<file path="config.mk">
export PLATFORM = sky130hd
export DESIGN_NAME = ecc_enc_dec_core
export DESIGN_NICKNAME = d
export VERILOG_FILES = /design/src/rtl/ecc_pkg.sv /design/src/rtl/ecc_hamming_calc.sv /design/src/rtl/ecc_enc_dec_core.sv
export SDC_FILE = /design/constraint.sdc
export NUM_CORES = 1
export LEC_CHECK = 0
export CORE_MARGIN = 1.5
export CORE_UTILIZATION = 50
export DETAILED_ROUTE_END_ITERATION = 6
export GPL_TIMING_DRIVEN = 0
export MAX_ROUTING_LAYER = met4
export PLACE_DENSITY = 0.82
export SLEW_MARGIN = 25
export SYNTH_ARGS = -nofsm -noshare
export SYNTH_HDL_FRONTEND = slang
export SYNTH_SLANG_ARGS = --single-unit
</file>
<file path="constraint.sdc">
create_clock -name clk -period 7.9 [get_ports clk]
set_input_delay 1.58 -clock clk [delete_from_list [all_inputs] [get_ports clk]]
set_output_delay 1.58 -clock clk [all_outputs]
set_load 0.01 [all_outputs]
</file>
<file path="src/rtl/ecc_pkg.sv">
// Shared definitions for the SECDED core: op/width/error codes, code geometry per width,
// the H-matrix data columns and the controller state encoding.
package ecc_pkg;

  localparam logic [1:0] OP_ENC  = 2'b00;
  localparam logic [1:0] OP_DEC  = 2'b01;
  localparam logic [1:0] OP_FULL = 2'b10;
  localparam logic [1:0] OP_ILL  = 2'b11;

  localparam logic [1:0] WC_8  = 2'b00;
  localparam logic [1:0] WC_16 = 2'b01;

  localparam logic [1:0] ERR_NONE   = 2'b00;
  localparam logic [1:0] ERR_SINGLE = 2'b01;
  localparam logic [1:0] ERR_DOUBLE = 2'b10;

  localparam logic [5:0] N_8  = 6'd8;  localparam logic [5:0] K_8  = 6'd4;  localparam logic [5:0] P_8  = 6'd3;
  localparam logic [5:0] N_16 = 6'd16; localparam logic [5:0] K_16 = 6'd11; localparam logic [5:0] P_16 = 6'd4;
  localparam logic [5:0] N_32 = 6'd32; localparam logic [5:0] K_32 = 6'd26; localparam logic [5:0] P_32 = 6'd5;

  localparam int MAX_K = 26;

  // Column of data bit i: the i-th integer >= 3 that is not a power of two.
  localparam logic [4:0] H_COL [0:MAX_K-1] = '{
    5'd3,  5'd5,  5'd6,  5'd7,  5'd9,  5'd10, 5'd11, 5'd12, 5'd13,
    5'd14, 5'd15, 5'd17, 5'd18, 5'd19, 5'd20, 5'd21, 5'd22, 5'd23,
    5'd24, 5'd25, 5'd26, 5'd27, 5'd28, 5'd29, 5'd30, 5'd31
  };

  typedef enum logic [2:0] {
    ST_IDLE, ST_WAIT, ST_ENCODE, ST_CHANNEL, ST_DECODE, ST_DONE
  } state_e;

  function automatic logic [5:0] n_of(input logic [1:0] wc);
    case (wc)
      WC_8:    return N_8;
      WC_16:   return N_16;
      default: return N_32;
    endcase
  endfunction

  function automatic logic [5:0] k_of(input logic [1:0] wc);
    case (wc)
      WC_8:    return K_8;
      WC_16:   return K_16;
      default: return K_32;
    endcase
  endfunction

  function automatic logic [5:0] p_of(input logic [1:0] wc);
    case (wc)
      WC_8:    return P_8;
      WC_16:   return P_16;
      default: return P_32;
    endcase
  endfunction

endpackage

</file>
<file path="src/rtl/ecc_hamming_calc.sv">
// Combinational SECDED arithmetic for one width code: builds the codeword from the data
// bits of word_i, and decodes word_i as a received codeword (correction + error class).
module ecc_hamming_calc
  import ecc_pkg::*;
(
  input  logic [1:0]  wc_i,
  input  logic [31:0] word_i,
  output logic [31:0] codeword_o,
  output logic [31:0] data_o,
  output logic [1:0]  err_o
);

  logic [5:0]  n, k, np;
  logic [31:0] dmask, nmask, dat, flip;
  logic [4:0]  pmask, par, recv, syn;
  logic        q, ovr;

  always_comb begin
    n     = n_of(wc_i);
    k     = k_of(wc_i);
    np    = p_of(wc_i);
    dmask = (32'd1 << k) - 32'd1;
    nmask = (32'd1 << n) - 32'd1;
    pmask = (5'd1 << np) - 5'd1;
    dat   = word_i & dmask;

    par = '0;
    for (int i = 0; i < MAX_K; i++) begin
      if (dat[i]) par = par ^ H_COL[i];
    end
    par  = par & pmask;
    recv = 5'(word_i >> k) & pmask;
    syn  = par ^ recv;
    q    = ^(word_i & nmask);
    ovr  = (^dat) ^ (^par);

    codeword_o = dat | (32'(par) << k) | (32'(ovr) << (n - 6'd1));

    // Columns beyond K exceed the syndrome range for that width, so no per-width guard.
    flip = '0;
    for (int i = 0; i < MAX_K; i++) begin
      if (H_COL[i] == syn) flip[i] = 1'b1;
    end

    if (q) begin
      data_o = dat ^ flip;
      err_o  = ERR_SINGLE;
    end else if (syn != 5'd0) begin
      data_o = dat;
      err_o  = ERR_DOUBLE;
    end else begin
      data_o = dat;
      err_o  = ERR_NONE;
    end
  end

endmodule

</file>
<file path="src/rtl/ecc_enc_dec_core.sv">
// SECDED encode / decode / full-channel engine started by a snooped APB CTRL write.
// Results and done pulse 2 edges after the write (4 for full channel); no backpressure.
module ecc_enc_dec_core
  import ecc_pkg::*;
#(
  parameter int AMBA_WORD       = 32,
  parameter int AMBA_ADDR_WIDTH = 20
) (
  input  logic                       clk,
  input  logic                       rst,
  input  logic [AMBA_ADDR_WIDTH-1:0] PADDR,
  input  logic                       PSEL,
  input  logic                       PENABLE,
  input  logic                       PWRITE,
  input  logic [AMBA_WORD-1:0]       CTRL,
  input  logic [AMBA_WORD-1:0]       DATA_IN,
  input  logic [AMBA_WORD-1:0]       CODEWORD_WIDTH,
  input  logic [AMBA_WORD-1:0]       NOISE,
  output logic [AMBA_WORD-1:0]       data_out,
  output logic                       operation_done,
  output logic [1:0]                 num_of_errors
);

  state_e      state_q, state_d;
  logic [1:0]  op_q, wc_q, err_q;
  logic [31:0] work_q, noise_q, data_q;
  logic        done_q, ill_q;
  logic        start;
  logic [31:0] calc_cw, calc_data;
  logic [1:0]  calc_err;
  logic        unused_bits;

  assign start = PSEL & PENABLE & PWRITE & (PADDR[3:2] == 2'b00);
  assign unused_bits = ^{CTRL[AMBA_WORD-1:2], CODEWORD_WIDTH[AMBA_WORD-1:2],
                         PADDR[AMBA_ADDR_WIDTH-1:4], PADDR[1:0]};

  ecc_hamming_calc u_calc (
    .wc_i       (wc_q),
    .word_i     (work_q),
    .codeword_o (calc_cw),
    .data_o     (calc_data),
    .err_o      (calc_err)
  );

  // An illegal op spends a second cycle in WAIT so its done pulse lines up with encode/decode.
  always_comb begin
    state_d = state_q;
    case (state_q)
      ST_IDLE:    if (start) state_d = ST_WAIT;
      ST_WAIT: begin
        if (ill_q) state_d = ST_DONE;
        else begin
          case (CTRL[1:0])
            OP_DEC:  state_d = ST_DECODE;
            OP_ILL:  state_d = ST_WAIT;
            default: state_d = ST_ENCODE;
          endcase
        end
      end
      ST_ENCODE:  state_d = (op_q == OP_FULL) ? ST_CHANNEL : ST_DONE;
      ST_CHANNEL: state_d = ST_DECODE;
      ST_DECODE:  state_d = ST_DONE;
      ST_DONE:    state_d = start ? ST_WAIT : ST_IDLE;
      default:    state_d = ST_IDLE;
    endcase
  end

  always_ff @(posedge clk or negedge rst) begin
    if (!rst) begin
      state_q <= ST_IDLE;
      op_q    <= '0;
      wc_q    <= '0;
      work_q  <= '0;
      noise_q <= '0;
      data_q  <= '0;
      err_q   <= '0;
      done_q  <= 1'b0;
      ill_q   <= 1'b0;
    end else begin
      state_q <= state_d;
      done_q  <= (state_d == ST_DONE);
      ill_q   <= (state_q == ST_WAIT) && !ill_q && (CTRL[1:0] == OP_ILL);
      case (state_q)
        ST_WAIT: begin
          if (!ill_q) begin
            op_q    <= CTRL[1:0];
            wc_q    <= CODEWORD_WIDTH[1:0];
            work_q  <= DATA_IN[31:0];
            noise_q <= NOISE[31:0];
          end
        end
        ST_ENCODE: begin
          work_q <= calc_cw;
          if (op_q == OP_ENC) begin
            data_q <= calc_cw;
            err_q  <= ERR_NONE;
          end
        end
        // Noise bits above N land outside the decoded field and are ignored there.
        ST_CHANNEL: work_q <= work_q ^ noise_q;
        ST_DECODE: begin
          data_q <= calc_data;
          err_q  <= calc_err;
        end
        default: ;
      endcase
    end
  end

  assign data_out       = AMBA_WORD'(data_q);
  assign num_of_errors  = err_q;
  assign operation_done = done_q;

endmodule

</file>
# --- Yosys cells after proc, flatten, opt, wreduce, memory -nomap -nowiden ---
# Index checks and enable logic that the tools add are counted.
word_totals:
  ff_bits: 107
  output_inout_bits: 35
  elab_cells: 182
op_classes:
  add_sub_neg: 4
  eq_ne: 38
  shift: 6
  n_mux: 70
  bitwise_logic: 39
  n_reduce_logical: 16
ops:
  columns: ["operator", "n"]
  rows:
  - ["32-bit 2-to-1 mux", 3]
  - ["32-bit case mux with 3 select lines", 1]
  - ["5-bit == test (first input constant)", 15]
  - ["5-bit 2-to-1 mux", 15]
  - ["32-bit AND", 2]
  - ["32-bit OR", 2]
  - ["32-bit case mux with 2 select lines", 1]
  - ["32-bit parity", 2]
  - ["32-bit by 1-bit subtractor with 32-bit output (second input constant)", 2]
  - ["4-bit by 5-bit == test with 1-bit output (first input constant)", 7]
  - ["1-bit by 5-bit << shifter with 32-bit output (first input constant)", 1]
  - ["1-bit by 6-bit << shifter with 32-bit output", 1]
  - ["1-bit by 6-bit << shifter with 32-bit output (first input constant)", 1]
  - ["5-bit by 5-bit << shifter with 32-bit output", 1]
  - ["32-bit by 5-bit right shift with 5-bit output", 1]
  - ["32-bit by 26-bit bitwise XOR with 32-bit output", 1]
  - ["32-bit bitwise XOR", 1]
  - ["3-bit NOT", 10]
  - ["4-bit 2-to-1 mux", 7]
  - ["1-bit 2-to-1 mux", 27]
  - ["4-bit NOT", 5]
  - ["3-bit 2-to-1 mux", 6]
  - ["3-bit case mux with 6 select lines", 1]
  - ["3-bit by 5-bit == test with 1-bit output (first input constant)", 3]
  - ["other kinds (32)", 57]

# --- Depth between registers and ports, before layout ---
# Gate-level depths: netlist (run 1).
logic_depth:
  word_depth: 63
  mapped_depth: 17
  mapped_depth_nobuf: 14

# --- Cells and area by module ---
# Synthesis (run 1) repeated with hierarchy kept, for this count alone.
unflattened:
  cells_unflattened: 835
  area_unflattened_um2: 7576.0
by_module_without_submodules:
  columns: ["mod", "n_inst", "cells_each", "area_each_um2", "seq_area_each_um2"]
  rows:
  - ["ecc_enc_dec_core", 1, 505, 5126.2, 2677.6]
  - ["ecc_hamming_calc", 1, 330, 2449.8, 0.0]

# --- Worst setup path after synthesis (run 1) ---
# Ideal clock, no wire load.
synth_timing:
  path_type: "register -> register"
  start: "register wc_q[1]"
  end: "register data_q[15], in the netlist data_out[15]"
  arrival_ps: 3954
  required_time_ps: 7833
  setup_slack_ps: 3879
  stages_incl_launch_ff: 17
  path_buffers: 4
  path_cell_list: "dfrtp_1 -> buf_2 -> clkbuf_1 -> buf_1 -> clkbuf_1 -> nand2b_1 -> ha_1 -> nor3_1 -> a21boi_2 -> xnor3_1 -> xnor3_2 -> xnor2_1 -> nor3b_2 -> nand3_1 -> a211o_1 -> a31oi_1 -> o311a_1"
synth_via:
  elab_chain_len: 52
synth_lines:
  columns: ["element", "line", "rtl"]
  rows:
  - ["start: declaration", "ecc_enc_dec_core.sv:25", "logic [1:0] op_q, wc_q, err_q;"]
  - ["start signal: assignment", "ecc_enc_dec_core.sv:87", "wc_q <= CODEWORD_WIDTH[1:0];"]
  - ["2-bit by 1-bit == test with 1-bit output / 2-bit zero test (equally long branches)", "ecc_pkg.sv:35, ecc_pkg.sv:43, ecc_pkg.sv:51", null]
  - ["5-bit case mux with 2 select lines", "ecc_pkg.sv:43", "case (wc)"]
  - ["1-bit by 5-bit << shifter with 32-bit output", "ecc_hamming_calc.sv:22", "dmask = (32'd1 << k) - 32'd1;"]
  - ["32-bit by 1-bit subtractor with 32-bit output", "ecc_hamming_calc.sv:22", null]
  - ["32-bit AND", "ecc_hamming_calc.sv:25", "dat = word_i & dmask;"]
  - ["2-bit 2-to-1 mux", "ecc_hamming_calc.sv:29", "if (dat[i]) par = par ^ H_COL[i];"]
  - ["1-bit NOT with 2-bit output (no line) / 3-bit 2-to-1 mux (equally long branches)", null, null]
  - ["3-bit 2-to-1 mux / 2-bit NOT (equally long branches)", null, null]
  - ["[... 36 more ...]", null, null]
  - ["5-bit 2-to-1 mux", "ecc_hamming_calc.sv:29", null]
  - ["5-bit AND", "ecc_hamming_calc.sv:31", "par = par & pmask;"]
  - ["5-bit bitwise XOR / 5-bit parity (equally long branches)", "ecc_hamming_calc.sv:33, ecc_hamming_calc.sv:35", null]
  - ["5-bit == test / 1-bit bitwise XOR (equally long branches)", "ecc_hamming_calc.sv:42, ecc_hamming_calc.sv:35", null]
  - ["1-bit 2-to-1 mux / 1-bit by 6-bit << shifter with 32-bit output (equally long branches)", "ecc_hamming_calc.sv:42, ecc_hamming_calc.sv:37", null]
  - ["32-bit by 26-bit bitwise XOR with 32-bit output / 32-bit OR (equally long branches)", "ecc_hamming_calc.sv:46, ecc_hamming_calc.sv:37", null]
  - ["32-bit 2-to-1 mux (on tied branches)", "ecc_hamming_calc.sv:45, ecc_enc_dec_core.sv:94", null]
  - ["32-bit case mux with 2 select lines (*)", "ecc_enc_dec_core.sv:83", "case (state_q)"]
  - ["end signal: assignment", "ecc_enc_dec_core.sv:95", "data_q <= calc_cw;"]
  - ["end signal: assignment", "ecc_enc_dec_core.sv:102", "data_q <= calc_data;"]
  - ["end: declaration", "ecc_enc_dec_core.sv:26", "logic [31:0] work_q, noise_q, data_q;"]
# Mark *: on every way between the ends. The rest lies on a longest branch, timed or not. The select of a mux whose other input is x is not followed.
# A chain may end at the register's enable or synchronous reset.

# --- Worst setup path after layout (run 1) ---
layout_timing:
  start: "register wc_q[1]"
  end: "register data_q[25], in the netlist data_out[25]"
# Same word-level chain as after synthesis.

==> flow_summary.ini, run 1 <==
[outcome]
status = finished, final reports clean

[routing]
drtPass1Iterations = 5
via_per_inst = 5.75
dr.first_iter.drc_count = 616
num_vias = 6580
routed_wl_mm = 21.6
wl_per_cell_um = 18.9
final_antenna_net_count = 0
drcViolationCount = 0

[place]
place_hpwl_mm = 16.5
place_inst = 1128
portBuffers = 109
gp_congestion = 0.978

[clocking]
cts_inserted_buffers = 9
postCtsSetupBuffers = 0
cts.hold.buffers_added = 0
post_cts_resized = 0
htree_levels = 3
path_clk_slew_ns = 0.07
numClockSinks = 107
cts_tree = yes
cts_root_buf = clkbuf_16
clk_latency_ns = 0.36
cts_buffer_depth = 2

[sta]
tns_ns = 0
slew_headroom = 0.492
timing.hold.ws_ns = 0.477
finalHoldViolCount = 0
rsz0062_at_grt = no
skew_ns = 0.0102
timing.final.max_slew_violations = 0
tightest_slew_ns = 0.758
fmax_ghz = 0.194
period_minus_slack_ns = 5.17
setup_viol = 0
post-route-period-util = 0.654

[finish]
instances_no_fill = 1144
final_util = 0.633
drive_gt1_frac = 0.0571
synthToLayoutAreaGrowth_pct = 23.1
fin_nets = 1118
n_antenna_cell = 0

[hold_path]
hp-class = reg -> reg

[floorplan]
core_um2 = 13900
fp.dieArea_um2 = 15100
die_w_um = 123
die_y_um = 123
initial_core_util = 0.514
io_pins = 188
rows = 43

[setup_path]
crit_required_ns = 8.12
crit_path_top_delay_cell = buf_1
cp.arrival_ns = 5.39
critical-path-top-delay-family = buffers and inverters
crit_fanout = 10
end_kind = flop
critPathMaxStageDelay_ns = 0.48
critical_path.cell_chain = buf_2 -> clkbuf_1 -> buf_1 -> clkbuf_1 -> nand2b_1 -> ha_1 -> buf_2 -> mux2i_1 -> mux2i_1 -> xnor3_1 -> xor2_1 -> o21ai_1 -> and2_0 -> nand4_1 -> nor2_1 -> xor2_1 -> o21ai_0
worstSetupPathType = reg -> reg
crit_buf_inv = 5
cp-start-kind = flop

[logic_synthesis]
synthArstFlopShare = 1.00
synthesis.area_um2 = 7160
synth_warnings = 0
ys.flop_type = dfrtp_1
synth_top_area_frac = 0.374
syn_area_per_cell_um2 = 8.56
synthCells = 837
synth_cell_types = 67
seq_area_frac_synth = 0.374
synth.area.top_cells = dfrtp_1 37%, nand2_1 10%, xnor2_1 6.4%
yosys_register_bits = 107
synth_top_cell_by_area = dfrtp_1
synth_edf_count = 0

[global_routing]
grt_pass1_wl_mm = 33.7
track_usage = 0.308
grt_max_degree = 79
first_global_vias = 6220
overflow = 0
antenna_found_initial = 0

[flow_run]
maxCapViolCount = 0
per-stage QoR:
| step | worst slack [ns] | area (µm²) |
|---|---|---|
| 2_1_floorplan | 3.88 | 7170 |
| 3_3_place_gp | 1.32 | 8480 |
| 3_5_place_dp | 2.84 | 8520 |
| 4_1_cts | 2.83 | 8820 |
| 5_1_grt | 2.37 | 8820 |
| 6_report | 2.73 | 8820 |
layer usage:
layer | vias to the layer above | global-route usage | routed length [µm]
li1 | 3108 | - | -
met2 | 319 | 0.477 | 10100
met1 | 3118 | 0.408 | 9290
met4 | 0 | 0.108 | 500
met5 | - | - | 0
met3 | 35 | 0.0558 | 1710
worst min-delay path, stage by stage, from the launching register on:
cell     delay (ns)
dfrtp_1        0.34
nand2_1        0.05
o21ai_0        0.06
cell usage after synthesis, types with 3 or more instances:
cell type	n
nand2_1	195
dfrtp_1	107
nor2_1	68
o21ai_0	67
xnor2_1	52
clkbuf_1	43
xor2_1	37
a21oi_1	36
nand3_1	27
mux2i_1	17
o211ai_1	13
nand2b_1	12
a221o_1	10
a22oi_1	10
buf_2	9
nor3_1	9
xnor3_1	8
a31oi_1	7
buf_1	6
ha_1	6
and2_1	5
nand4_1	5
o21a_1	5
o21ai_1	5
inv_1	4
nor3b_1	4
o31ai_1	4
xnor3_2	4
and3_1	3
mux2_2	3
o22a_1	3
or3_1	3
xnor2_2	3
path summary, 6_finish.rpt:
kind | from | to | slack, ns | cells after the start
min in group asynchronous | rst | data_out[6] | 1.08 | 1
max in group asynchronous | rst | noise_q[12] | 6.15 | 2
worst max register to register | wc_q[1] | data_out[25] | 2.73 | 17
worst min register to register | data_out[19] | data_out[19] | 0.48 | 2
worst max-delay path | wc_q[1] | data_out[25] | 2.73 | 17
worst min-delay path | data_out[19] | data_out[19] | 0.48 | 2
final cells by class:
cell class | instances | area, µm²
fillers | 1186 | 5120
flip-flops and latches | 107 | 2680
clock buffers | 11 | 243
repair buffers | 110 | 1120
well taps | 180 | 225
multi-input cells | 666 | 4240
inverters | 6 | 22.5
clock inverters | 5 | 60.1
plain buffers | 59 | 234
layout by cell type, fill, tap and decap left out, types with 3 or more instances in the layout:
cell type          n
nand2_1          195
clkdlybuf4s50_1  108
dfrtp_1          107
nor2_1            68
o21ai_0           67
xnor2_1           52
clkbuf_1          44
xor2_1            37
a21oi_1           36
nand3_1           27
mux2i_1           17
o211ai_1          13
nand2b_1          12
a22oi_1           10
a221o_1           10
buf_2              9
clkbuf_16          9
nor3_1             8
xnor3_1            8
a31oi_1            7
buf_1              6
ha_1               6
and2_1             5
o21ai_1            5
o21a_1             5
nand4_1            5
inv_1              4
xnor3_2            4
o31ai_1            4
nor3b_1            4
and3_1             3
xnor2_2            3
mux2_2             3
or3_1              3
o22a_1             3
flip-flops by register name (all words and copies together), names as in the netlist:
register / flops
wc_q: 2
op_q: 2
ill_q: 1
operation_done: 1
num_of_errors: 2
noise_q: 32
state_q: 3
work_q: 32
data_out: 32
kinds of logic after synthesis:
group	count (synthesis)	share of synthesized area
AND/OR/NAND/NOR	344	0.207
AO/OA/AOI/OAI	182	0.161
XOR/XNOR	110	0.176
adder cells (fa/ha/maj)	6	0.0105
other	1	0.000524
multiplexers	22	0.0348
buffers and inverters	65	0.0358
flip-flops	107	0.374
Power of run 1 is not shown: default switching activity piles up to over one toggle a cycle in this logic, so the estimate is an artifact.
==> inputs of run 2 (changes only) <==
- clock period: 7.9 -> 5.23 ns (I/O delays scaled with it)
==> flow_summary.ini, run 2 (synthesis results as in run 1) <==
[outcome]
status = finished, final reports clean

[hold_path]
whs_endpoint = data_out[19]
hp-class = reg -> reg
hp-start = data_out[19]
hold_path_depth = 2

[floorplan]
die_y_um = 123
core_um2 = 13900
initial_core_util = 0.514
io_pins = 188
fp.dieArea_um2 = 15100
die_w_um = 123
rows = 43

[setup_path]
critical_path.cell_chain = buf_2 -> clkbuf_1 -> clkbuf_2 -> clkbuf_2 -> nand2b_1 -> ha_1 -> buf_2 -> mux2i_1 -> mux2i_1 -> xnor3_1 -> xor2_1 -> o21ai_1 -> and2_0 -> nand4_1 -> nor2_1 -> xor2_1 -> o21ai_0
r2r_slack_ns = 0.32
crit_required_ns = 5.45
r2r_cells = 17
worstReg2RegEnd = data_out[25]
critical-path-top-delay-family = buffers and inverters
critPathMaxStageDelay_ns = 0.46
crit_buf_inv = 5
crit_path_start = wc_q[1]
cp.arrival_ns = 5.14
worstSetupPathType = reg -> reg
crit_path_top_delay_cell = clkbuf_1
crit_fanout = 10
cp-start-kind = flop
r2r_start = wc_q[1]
end_kind = flop

[finish]
fin_nets = 1118
n_antenna_cell = 0
drive_gt1_frac = 0.0612
mostFrequentLayoutCells = 195 x nand2_1, 108 x clkdlybuf4s50_1, 107 x dfrtp_1
synthToLayoutAreaGrowth_pct = 23.3
layout_commonest_cell = nand2_1

[global_routing]
antenna_found_initial = 0
grt_max_degree = 79
grt_pass1_wl_mm = 33.7
first_global_vias = 6220
overflow = 0
track_usage = 0.308

[sta]
rsz0062_at_grt = no
timing.final.max_slew_violations = 0
slew_headroom = 0.493
post-route-period-util = 0.939
skew_ns = 0.0100
timing.hold.ws_ns = 0.477
setup_viol = 0
setup_ws_ns = 0.318
period_minus_slack_ns = 4.91
finalHoldViolCount = 0
tightest_slew_ns = 0.757
fmax_ghz = 0.204

[clocking]
cts_buffer_depth = 2
path_clk_slew_ns = 0.07
cts_tree = yes
numClockSinks = 107
cts_inserted_buffers = 9
htree_levels = 3
cts_root_buf = clkbuf_16
clk_latency_ns = 0.37
cts.hold.buffers_added = 0

[flow_run]
maxCapViolCount = 0

[place]
gp_congestion = 0.978
pre_cts_ws_ns = 0.175
place_hpwl_mm = 16.5
portBuffers = 109

[routing]
wl_per_cell_um = 18.9
routed_wl_mm = 21.7
dr.first_iter.drc_count = 549
via_per_inst = 5.74
drtPass1Iterations = 6
final_antenna_net_count = 0
drcViolationCount = 0
num_vias = 6570
==> run 2: repair_timing <==
item,4_1_cts,5_1_grt
endpoints found under the setup margin,0,20
setup buffers,0,0
resized for setup,0,6
==> run 2: how the worst max path moves through the flow <==
stage,to,slack (ns),cells past startpoint
3_5_place_dp,data_out[7],0.17,16
2_1_floorplan,data_out[15],1.21,16
3_3_place_gp,work_q[0],-0.82,1
4_1_cts,data_out[7],0.16,16
5_1_grt,data_out[25],0.02,17
6_report,data_out[25],0.32,17
==> run 2: per-stage QoR <==
stage / cell area [µm²] / setup TNS (ns) / utilization / cells
2_1_floorplan: 7170 / 0 / - / 838
3_3_place_gp: 8480 / -86.29 / 0.609 / 1127
3_5_place_dp: 8520 / 0 / 0.611 / 1128
4_1_cts: 8820 / 0 / 0.633 / 1144
5_1_grt: 8830 / 0 / 0.633 / 1144
6_report: 8830 / 0 / 0.633 / 1144
==> run 2: layout make-up <==
cell class	instances	area, µm²
plain buffers	59	238
clock buffers	11	243
clock inverters	5	60.1
fillers	1184	5110
inverters	6	22.5
multi-input cells	666	4240
flip-flops and latches	107	2680
well taps	180	225
repair buffers	110	1120
==> run 2: worst reg2reg max path, cell delays in order (launching register included) <==
cell and delay (ns):
dfrtp_1 0.32, buf_2 0.19, clkbuf_1 0.46, clkbuf_2 0.37, clkbuf_2 0.29, nand2b_1 0.17, ha_1 0.21, buf_2 0.30
mux2i_1 0.33, mux2i_1 0.13, xnor3_1 0.41, xor2_1 0.18, o21ai_1 0.32, and2_0 0.37, nand4_1 0.26, nor2_1 0.20
xor2_1 0.18, o21ai_0 0.10
==> run 2: per-layer routing <==
layer | share of wire | wire [µm] | vias to the layer above | track usage
met2 | 0.47 | 10100 | 313 | 0.477
met4 | 0.028 | 601 | 0 | 0.108
met5 | 0 | 0 | - | -
met3 | 0.083 | 1800 | 41 | 0.0558
met1 | 0.42 | 9160 | 3116 | 0.408
li1 | - | - | 3100 | -
Power of run 2 is left out for the same reason.
==> inputs of run 3 (changes only) <==
- CORE_MARGIN: 1.5 -> not set
- clock period: 5.23 -> 5.7 ns (I/O delays scaled with it)
==> flow_summary.ini, run 3 (synthesis results as in run 1) <==
[global_routing]
overflow = 0
first_global_vias = 6305
grt_max_degree = 77
antenna_found_initial = 0
grt_pass1_wl_mm = 33.8
track_usage = 0.315

[setup_path]
crit_path_top_delay_cell = buf_1
crit_buf_inv = 5
worstSetupPathType = reg -> reg
critPathMaxStageDelay_ns = 0.45
crit_fanout = 10
critical_path.cell_chain = buf_2 -> clkbuf_1 -> buf_1 -> clkbuf_1 -> nand2b_1 -> ha_1 -> buf_2 -> mux2i_1 -> mux2i_1 -> xnor3_1 -> xor2_1 -> o21ai_1 -> and2_0 -> nand4_1 -> nor2_1 -> xor2_1 -> o21ai_0
cp.arrival_ns = 5.25
critical-path-top-delay-family = buffers and inverters
crit_required_ns = 5.93
end_kind = flop
cp-start-kind = flop

[floorplan]
die_w_um = 122
io_pins = 188
core_um2 = 13900
rows = 43
fp.dieArea_um2 = 14800
die_y_um = 122
initial_core_util = 0.514

[clocking]
path_clk_slew_ns = 0.07
htree_levels = 3
numClockSinks = 107
postCtsSetupBuffers = 0
cts_root_buf = clkbuf_16
cts_tree = yes
cts.hold.buffers_added = 0
cts_inserted_buffers = 9
clk_latency_ns = 0.37
cts_buffer_depth = 2
post_cts_resized = 0

[hold_path]
hp-class = reg -> reg

[sta]
setup_viol = 0
rsz0062_at_grt = no
slew_headroom = 0.518
timing.final.max_slew_violations = 0
period_minus_slack_ns = 5.02
skew_ns = 0.00844
fmax_ghz = 0.199
tightest_slew_ns = 0.719
finalHoldViolCount = 0
post-route-period-util = 0.880

[routing]
num_vias = 6566
via_per_inst = 5.74
routed_wl_mm = 21.0
wl_per_cell_um = 18.4
drtPass1Iterations = 6
drcViolationCount = 0
final_antenna_net_count = 0
dr.first_iter.drc_count = 658

[finish]
synthToLayoutAreaGrowth_pct = 22.8
mostFrequentLayoutCells = 195 x nand2_1, 108 x clkdlybuf4s50_1, 107 x dfrtp_1
drive_gt1_frac = 0.0571
n_antenna_cell = 0
layout_commonest_cell = nand2_1
nFillCells = 1201
final_util = 0.631
fin_nets = 1118

[flow_run]
maxCapViolCount = 0

[place]
place_hpwl_mm = 16.1
portBuffers = 109
gp_congestion = 0.981

[outcome]
status = finished, final reports clean
run 3: path summary, 6_finish.rpt:
check / startpoint / to / slack (ns) / depth (start not counted)
setup reg to reg: wc_q[1] / data_out[25] / 0.68 / 17
max in group asynchronous: rst / work_q[24] / 4.40 / 2
min in group asynchronous: rst / num_of_errors[0] / 0.64 / 1
setup / recovery: wc_q[1] / data_out[25] / 0.68 / 17
hold reg to reg: data_out[22] / data_out[22] / 0.48 / 2
hold / removal: data_out[22] / data_out[22] / 0.48 / 2
run 3: per-layer routing:
layer  routed length, µm  track usage  up-vias
met4                 545        0.105        0
met2                9760        0.483      341
met3                1810       0.0581       49
met1                8900        0.420     3072
met5                   0            -        -
li1                    -            -     3104
run 3: layout make-up:
cell class	count	area [µm²]	share of cell area
Clock inverter	5	37.5	0.00427
Multi-Input combinational cell	666	4240	0.482
Tap cell	180	225	0.0256
Inverter	6	22.5	0.00256
Sequential cell	107	2680	0.304
Buffer	59	234	0.0266
Timing Repair Buffer	110	1120	0.127
Clock buffer	11	243	0.0276
run 3: worst reg2reg max path, delay by kind of cell, from the launching register on:
family / cells / cell delay [ns]
buffers and inverters: 5 / 1.77
and+or+nand+nor: 4 / 0.99
xor gates and xnor gates: 3 / 0.75
muxes: 2 / 0.46
AOI/OAI and AO/OA: 2 / 0.41
DFF: 1 / 0.32
adders and majority gates: 1 / 0.18
run 3: per-stage QoR:
step / setup WS [ns] / hold slack [ns] / TNS, ns / cell area, µm² / cells
after global placement: -0.547 / 0.462 / -57.26 / 8480 / 1127
final: 0.682 / 0.479 / 0 / 8800 / 1144
after detailed placement: 0.803 / 0.470 / 0 / 8520 / 1128
after floorplan: 1.68 / 0.463 / 0 / 7170 / 838
after CTS: 0.776 / 0.485 / 0 / 8800 / 1144
after global routing: 0.363 / 0.504 / 0 / 8800 / 1144
Power of run 3 is left out for the same reason.
